--- src/rtl/x_multdiv.sv ---
// x_multdiv -- execute-stage iterative signed multiply/divide unit.
//
// Takes operands from the D/X latch when a one-cycle start request is seen
// in IDLE, then iterates one bit per cycle for WIDTH cycles. A multiply uses
// radix-2 shift-add and a divide uses restoring division. Both work on
// operand magnitudes, and the sign is applied on the final step. The result
// and the exception flag are presented with a one-cycle resultRdy pulse. They
// then hold until the completion of the next accepted operation. stall freezes
// the front of the pipeline from the start-request cycle through the last
// iteration.
//
// Ports:
//   clock      in   system clock, rising-edge
//   reset      in   asynchronous reset, active low
//   startMult  in   one-cycle signed multiply request (wins over startDiv)
//   startDiv   in   one-cycle signed divide request
//   operandA   in   WIDTH-bit first operand (multiplicand / dividend)
//   operandB   in   WIDTH-bit second operand (multiplier / divisor)
//   result     out  low WIDTH bits of the product, or the quotient
//   exception  out  product overflow, quotient overflow or divide-by-zero
//   resultRdy  out  single-cycle pulse, result/exception valid
//   stall      out  combinational busy / accepting indication
module x_multdiv #(
    parameter int WIDTH = 32
) (
    input  logic                    clock,
    input  logic                    reset,
    input  logic                    startMult,
    input  logic                    startDiv,
    input  logic signed [WIDTH-1:0] operandA,
    input  logic signed [WIDTH-1:0] operandB,
    output logic        [WIDTH-1:0] result,
    output logic                    exception,
    output logic                    resultRdy,
    output logic                    stall
);

    localparam int CW = $clog2(WIDTH);

    localparam logic [1:0] S_IDLE = 2'd0;
    localparam logic [1:0] S_RUN  = 2'd1;
    localparam logic [1:0] S_DONE = 2'd2;

    logic [1:0]         r_state;
    logic [CW-1:0]      r_cnt;
    logic               r_isDiv;
    logic               r_negRes;
    logic [WIDTH-1:0]   r_magA;
    logic [WIDTH-1:0]   r_magB;
    // Shared working register:
    //   multiply: {partial product high, remaining multiplier bits}
    //   divide:   {partial remainder, dividend bits shifting into quotient}
    logic [2*WIDTH-1:0] r_prod;
    logic [WIDTH-1:0]   r_result;
    logic               r_exc;

    logic               w_start;
    logic [WIDTH-1:0]   w_magOpA;
    logic [WIDTH-1:0]   w_magOpB;
    logic [WIDTH:0]     w_mulSum;
    logic [2*WIDTH-1:0] w_mulNext;
    logic [2*WIDTH-1:0] w_mulFinal;
    logic [WIDTH:0]     w_divShift;
    logic [WIDTH:0]     w_divDiff;
    logic [2*WIDTH-1:0] w_divNext;

    // Signed product -> {exception, result}. Overflow when the bits above the
    // result's sign bit do not all replicate it; the result is then forced to 0.
    function automatic logic [WIDTH:0] f_mulPack(input logic [2*WIDTH-1:0] p);
        logic [WIDTH:0] upper;
        upper = p[2*WIDTH-1:WIDTH-1];
        if ((&upper) || (~|upper))
            return {1'b0, p[WIDTH-1:0]};
        else
            return {1'b1, {WIDTH{1'b0}}};
    endfunction

    // Quotient magnitude and sign -> {exception, result}. A positive quotient
    // with its top bit set can only be (most-negative / -1). It is flagged,
    // and the result keeps the wrapped bit pattern (most-negative value).
    function automatic logic [WIDTH:0] f_divPack(input logic [WIDTH-1:0] qmag,
                                                 input logic             neg);
        if (neg)
            return {1'b0, -qmag};
        else
            return {qmag[WIDTH-1], qmag};
    endfunction

    assign w_start  = startMult | startDiv;
    // The most-negative value maps to its own bit pattern, which reads
    // correctly as the unsigned magnitude 2^(WIDTH-1).
    assign w_magOpA = operandA[WIDTH-1] ? -operandA : operandA;
    assign w_magOpB = operandB[WIDTH-1] ? -operandB : operandB;

    // Shift-add step: add the multiplicand into the high half when the current
    // multiplier LSB is set, then shift the whole register right by one.
    assign w_mulSum   = {1'b0, r_prod[2*WIDTH-1:WIDTH]} +
                        (r_prod[0] ? {1'b0, r_magA} : {(WIDTH+1){1'b0}});
    assign w_mulNext  = {w_mulSum, r_prod[WIDTH-1:1]};
    assign w_mulFinal = r_negRes ? -w_mulNext : w_mulNext;

    // Restoring step: shift in the next dividend bit and trial-subtract the
    // divisor. A borrow means the subtraction is undone and the quotient bit is 0.
    assign w_divShift = r_prod[2*WIDTH-1:WIDTH-1];
    assign w_divDiff  = w_divShift - {1'b0, r_magB};
    assign w_divNext  = w_divDiff[WIDTH]
                      ? {w_divShift[WIDTH-1:0], r_prod[WIDTH-2:0], 1'b0}
                      : {w_divDiff[WIDTH-1:0],  r_prod[WIDTH-2:0], 1'b1};

    always_ff @(posedge clock or negedge reset) begin
        if (!reset) begin
            r_state  <= S_IDLE;
            r_cnt    <= '0;
            r_isDiv  <= 1'b0;
            r_negRes <= 1'b0;
            r_magA   <= '0;
            r_magB   <= '0;
            r_prod   <= '0;
            r_result <= '0;
            r_exc    <= 1'b0;
        end else begin
            case (r_state)
                S_IDLE: begin
                    if (w_start) begin
                        r_isDiv  <= ~startMult;
                        r_negRes <= operandA[WIDTH-1] ^ operandB[WIDTH-1];
                        r_cnt    <= '0;
                        r_magA   <= w_magOpA;
                        r_magB   <= w_magOpB;
                        r_prod   <= {{WIDTH{1'b0}}, (startMult ? w_magOpB : w_magOpA)};
                        if (!startMult && (operandB == '0)) begin
                            // Divide-by-zero needs no iteration.
                            r_result <= '0;
                            r_exc    <= 1'b1;
                            r_state  <= S_DONE;
                        end else begin
                            r_state  <= S_RUN;
                        end
                    end
                end
                S_RUN: begin
                    r_prod <= r_isDiv ? w_divNext : w_mulNext;
                    r_cnt  <= r_cnt + 1'b1;
                    if (r_cnt == CW'(WIDTH - 1)) begin
                        {r_exc, r_result} <= r_isDiv
                                           ? f_divPack(w_divNext[WIDTH-1:0], r_negRes)
                                           : f_mulPack(w_mulFinal);
                        r_state <= S_DONE;
                    end
                end
                S_DONE: begin
                    r_state <= S_IDLE;
                end
                default: begin
                    r_state <= S_IDLE;
                end
            endcase
        end
    end

    assign result    = r_result;
    assign exception = r_exc;
    assign resultRdy = (r_state == S_DONE);
    // Low in DONE so the pipeline advances on the cycle the result is valid.
    assign stall     = ((r_state == S_IDLE) & w_start) | (r_state == S_RUN);

endmodule

--- config.mk ---
export PLATFORM = sky130hd
export DESIGN_NAME = x_multdiv
export DESIGN_NICKNAME = d
export VERILOG_FILES = /design/src/rtl/x_multdiv.sv
export SDC_FILE = /design/constraint.sdc
export NUM_CORES = 1
export LEC_CHECK = 0
export ABC_AREA = 1
export BUFFER_PORTS_ARGS = -buffer_cell sky130_fd_sc_hd__buf_2
export CAP_MARGIN = 25
export CELL_PAD_IN_SITES_DETAIL_PLACEMENT = 0
export CELL_PAD_IN_SITES_GLOBAL_PLACEMENT = 1
export CORE_MARGIN = 1.5
export CORE_UTILIZATION = 35
export CTS_CLUSTER_DIAMETER = 50
export CTS_CLUSTER_SIZE = 16
export DETAILED_ROUTE_END_ITERATION = 16
export GPL_ROUTABILITY_DRIVEN = 0
export PLACE_DENSITY_LB_ADDON = 0.15
export SLEW_MARGIN = 20
export SYNTH_ARGS = -nofsm -noshare
export SYNTH_HDL_FRONTEND = slang
export SYNTH_SLANG_ARGS = --single-unit
--- constraint.sdc ---
create_clock -name clock -period 9.85 [get_ports clock]
set_input_delay 1.4775 -clock clock [delete_from_list [all_inputs] [get_ports clock]]
set_output_delay 1.4775 -clock clock [all_outputs]
set_load 0.01 [all_outputs]
**Yosys cells after proc, flatten, opt, wreduce, memory -nomap -nowiden**

Index checks and enable logic that the tools add are counted.

- Add/sub/neg operators: 7
- $mul: 0
- Divide/modulo/power cells: 0
- Order comparisons: 0
- Eq/ne operators: 6
- Shift operators: 0
- Muxes and demuxes: 26
- Bitwise operators: 5
- Reduce and logical (&&, ||, !) cells: 13

Operator list:

| operator | number |
|---|---|
| $mux 64 | 4 |
| $mux 32 | 7 |
| $pmux 64 s2 | 1 |
| $mux 33 | 3 |
| $neg 32->32 | 3 |
| $neg 64->64 | 1 |
| $pmux 32 s2 | 1 |
| $add 32x32->33 | 1 |
| $reduce_and 33->1 | 1 |
| $reduce_or 33->1 | 1 |
| $sub 33x32->33 | 1 |
| $logic_not 32->1 | 1 |
| $pmux 5 s2 | 1 |
| $mux 2 | 3 |
| $ne 2x2->1 const B | 3 |
| $reduce_and 2->1 | 3 |
| $add 5x1->5 const B | 1 |
| $eq 5x5->1 const B | 1 |
| $mux 5 | 1 |
| $pmux 2 s2 | 1 |
| $reduce_and 4->1 | 1 |
| $mux 1 | 3 |
| $eq 2x1->1 const B | 1 |
| $eq 2x2->1 const B | 1 |
| 10 further kinds | 12 |

- Register bits after elaboration: 170
- Bits in latches: 0
- RAM bits: 0
- ROM bits: 0
- Bits of input ports: 68
- Output and inout port bits: 35
- Logic and storage cells: 66
- Memories kept: 0

**Logic depth before layout (Yosys ltp)**

- Word-level depth: 11
- Mapped depth: 32
- Depth with buffers taken out: 28

**Worst setup path before layout**

Ideal clock, no wire load.

- Path kind: input to output
- Start: input startMult
- End: output stall
- Data arrival time: 2.869 ns
- Required time: 8.373 ns
- Setup slack: 5.503 ns
- Stages on the path: 8
- Buffers on the path: 3
- Cells stage by stage: clkbuf_1 -> or2_2 -> nand3_1 -> inv_2 -> nor2_1 -> inv_1 -> clkbuf_1 -> buf_1

- Word-level cells in the longest chain between the ends: 3

Ends and longest elaborated chain:

| what | RTL line | text |
|---|---|---|
| start, declared | 28 | `input logic startMult,` |
| $or 1x1->1 | 89 | `assign w_start = startMult \| startDiv;` |
| $and 1x1->1 | 165 | `assign stall = ((r_state == S_IDLE) & w_start) \| (r_state == S_RUN);` |
| $or 1x1->1 | 165 |  |
| end, declared | 35 | `output logic stall` |

No other way between the ends.

**Final worst setup path**

Ends and elaborated chain as after synthesis.

==> summary.md <==
| Metric | Value |
|---|---|
| Crit-path cells | `buf_2, or2_2, nand3_2, buf_4, inv_2, nor2_4, buf_4, inv_2, buf_4, buf_2` |
| Crit Path Max Fanout | `57` |
| WL met1 | `33200 um` |
| CTS sink count | `170` |
| RSZ-0062 raised after global routing | `no` |
| Tightest Hold Check Type | `reg -> reg` |
| CTS resizes | `0` |
| Pwr Density | `415.6 nW/um2` |
| Syn nets | `2991` |
| First-pass GRT wire length | `103500 um` |
| Highest Clock Rate | `around 190 MHz` |
| Fill cells | `5440` |
| IO buf count | `102` |
| R2r endpoint | `result[22]` |
| Setup Viol. Count Final | `0` |
| CP Class | `in -> out` |
| Seq/Total Area, Yosys | `0.2463` |
| Final period util | `0.5472` |
| Data required, critical path | `roughly 8400 ps` |
| WL final | `roughly 68000 um` |
| Data arrival time of the worst path | `3910 ps` |
| Die area | `between 50000 and 60000 um2` |
| Status | `complete, no violations` |
| Met2 wire length | `28670 um` |
| Post-synth ARST share | `1.000` |
| Met3 wire length | `4058 um` |
| CP Launch Point | `startMult` |
| Initial antenna violation count | `1` |
| Setup TNS Final | `0 ps` |
| Area growth from synthesis to layout | `9.692%` |
| Clock transition at the registers of the reported paths | `70 ps` |
| Worst Setup End Kind | `primary output` |
| Via-to-Cell Ratio | `5.235` |
| Post-synth cell types | `56` |
| Largest net degree at the start of global routing | `95` |
| CORE AREA | `48850 um2` |
| GRT Overall Usage | `0.2694` |
| I/O Pins | `roughly 100` |
| Root Buffer Master | `clkbuf_16` |
| Die extent in y | `~230 um` |
| Row cnt | `81` |
| Initial Util | `0.3536` |
| Die Wd | `225.2 um` |
| Diode count | `0` |
| R2R Path Start | `r_prod[31]` |
| Vias | `between 15000 and 20000` |
| Slew Viols, Final | `0` |
| CTS H-tree depth | `4` |
| Max Cap Viol | `0` |
| Hold Vio Cnt, Final | `0` |
| DR top layer | `met4` |
| GR Overflow Total | `0` |
| Tmin final | `5390 ps` |
| Buf/Inv on CP | `7` |
| Initial DRC Count | `1764` |
| Critical path's most frequent cell | `buf_4` |
| Number of nets in the layout | `approximately 3000` |
| Worst vdd rail ir drop | `approximately 0.29 mV` |
| Vias in the first global route | `roughly 17000` |
| Ys flop type | `dfrtp_1` |
| CTS tree | `yes` |
| Cell count along the critical path | `10` |
| Slowest-stage cell, CP | `buf_4` |
| Hold Buf Count CTS | `0` |
| Setup Fix Bufs, Post-CTS | `0` |
| Final Power | `7.874 mW` |
| Routed len/inst | `about 19 um` |
| Syn Inst Count | `roughly 2900` |
| Layout cells sized above 1 | `0.09364` |
| Max transition margin | `0.3800` |
| Number of remaining DRC errors | `0` |
| Element type at the critical path start | `input port` |
| Crit path to | `stall` |
| Post-route antenna net violation count | `0` |
| Max Root-Sink Buffers | `2` |
| Worst R2R Setup Slack | `4560 ps` |
| Hold slack | `478.6 ps` |
| Initial DRT Pass Iterations | `6` |
| #FFs+latches synth | `170` |
| Num CTS Buffers | `17` |
| Warnings, synthesis | `0` |
| Pleak | `~9.8 nW` |
| Number of flops mapped to enable cells by yosys | `0` |
| Worst skew pair latency | `between 400 and 500 ps` |
| Worst path top cell family by delay | `buffers and inverters` |
| Worst-Margin Slew | `930.0 ps` |
| Post-Syn Area per Cell | `6.059 um2` |
| DP HPWL | `between 50000 and 60000 um` |
| Netlist Area Pre-Place | `roughly 17000 um2` |
| Skew final | `13.53 ps` |
| Worst reg-to-reg path cell count | `23` |
| Max stage delay on crit path | `roughly 430 ps` |
[cell usage in the layout, fill, tap and decap left out, drive strengths merged, types with 39 or more instances in the layout]
cell type / instances
nand2: 906
nor2: 298
dfrtp: 170
ha: 70
xnor2: 39
buf: 119
nand3: 204
xor2: 61
a21oi: 144
o21ai: 248
inv: 385
[routing by layer]
| metal | global-route usage | vias up |
|---|---|---|
| li1 | - | 9247 |
| met1 | 0.3942 | 8664 |
| met2 | 0.4075 | 638 |
| met3 | 0.03155 | 77 |
| met4 | 0.09093 | 0 |
| met5 | 0 | - |
[power by group]
group	switching, mW	internal (mW)	total, mW
combinational	4.03	1.72	5.75
sequential	0.376	0.993	1.37
clock	0.332	0.418	0.751
total	4.74	3.13	7.87
[worst register-to-register path, stage by stage (launching register included)]
cell      delay [ps]
dfrtp_1          470
inv_1            250
ha_1             200
inv_1             60
fa_1             400
nand3_1           90
nand2_1          110
nand2_1           80
nand2_1          100
a21o_1           210
a21oi_1          330
inv_1            150
nand3_1          130
nand3_1          100
nand2_2          250
inv_2             70
ha_1             180
nor2_1           630
inv_1            490
nand2_1          170
o21ai_0          170
a221oi_1         410
nand2_1          120
nand2_1           80
[through the flow]
step | setup WS (ps) | utilization | std cells | instance area, um2
floorplan | 5503 | - | 2851 | 17270
finish | 4460 | 0.3879 | 3558 | 18950
global route | 4272 | 0.3879 | 3558 | 18950
CTS | 4495 | 0.3876 | 3557 | 18930
global placement | 4476 | 0.3745 | 3525 | 18290
detailed placement | 4504 | 0.3745 | 3525 | 18290
[cell usage after synthesis, types with 22 or more instances]
| master | instances | area share |
|---|---|---|
| nand4_1 | 32 | 0.012 |
| nor2_2 | 22 | 0.0080 |
| a31oi_1 | 33 | 0.012 |
| xnor2_1 | 38 | 0.019 |
| inv_1 | 362 | 0.079 |
| dfrtp_1 | 170 | 0.25 |
| clkbuf_1 | 86 | 0.019 |
| nor3_1 | 30 | 0.0087 |
| nand2_1 | 877 | 0.19 |
| xor2_1 | 61 | 0.031 |
| nand3_1 | 179 | 0.052 |
| nand3_2 | 24 | 0.014 |
| a21oi_1 | 139 | 0.040 |
| nand2_2 | 29 | 0.011 |
| nor2_1 | 272 | 0.059 |
| o21ai_0 | 248 | 0.072 |
| ha_1 | 70 | 0.051 |
[worst min path at each step]
stage / startpoint / endpoint / slack (ps) / cells after the start
floorplan: r_cnt[3] / r_cnt[3] / 440 / 1
detailed placement: result[4] / result[4] / 460 / 2
CTS: r_cnt[3] / r_cnt[3] / 480 / 1
global route: r_cnt[3] / r_cnt[3] / 500 / 1
global placement: r_cnt[3] / r_cnt[3] / 460 / 1
finish: r_cnt[3] / r_cnt[3] / 480 / 1
[kinds of logic after synthesis]
family                   count (synthesis)  synth area share
AND/OR/NAND/NOR                       1506            0.3723
AO/OA/AOI/OAI                          517            0.1681
buffers and inverters                  486            0.1092
flip-flops                             170            0.2463
XOR/XNOR                               100           0.05114
adder cells (fa/ha/maj)                 72           0.05302
[registers in the layout, summed over array words and instances, names as in the netlist]
register,flops
r_negRes,1
r_cnt,5
result,32
r_magB,32
r_prod,64
r_magA,32
r_isDiv,1
exception,1
r_state,2
[final cells by class]
type	instances	area, um2	share of cell area
clock buffer	18	439.2	0.02318
tap	664	830.8	0.04385
sequential	170	4259	0.2248
inverter	378	1419	0.07489
timing repair buffer	119	651.9	0.03441
multi-input combinational	2195	11150	0.5883
clock inverter	14	200.2	0.01057
No activity file was read; power rests on OpenSTA's default activity.
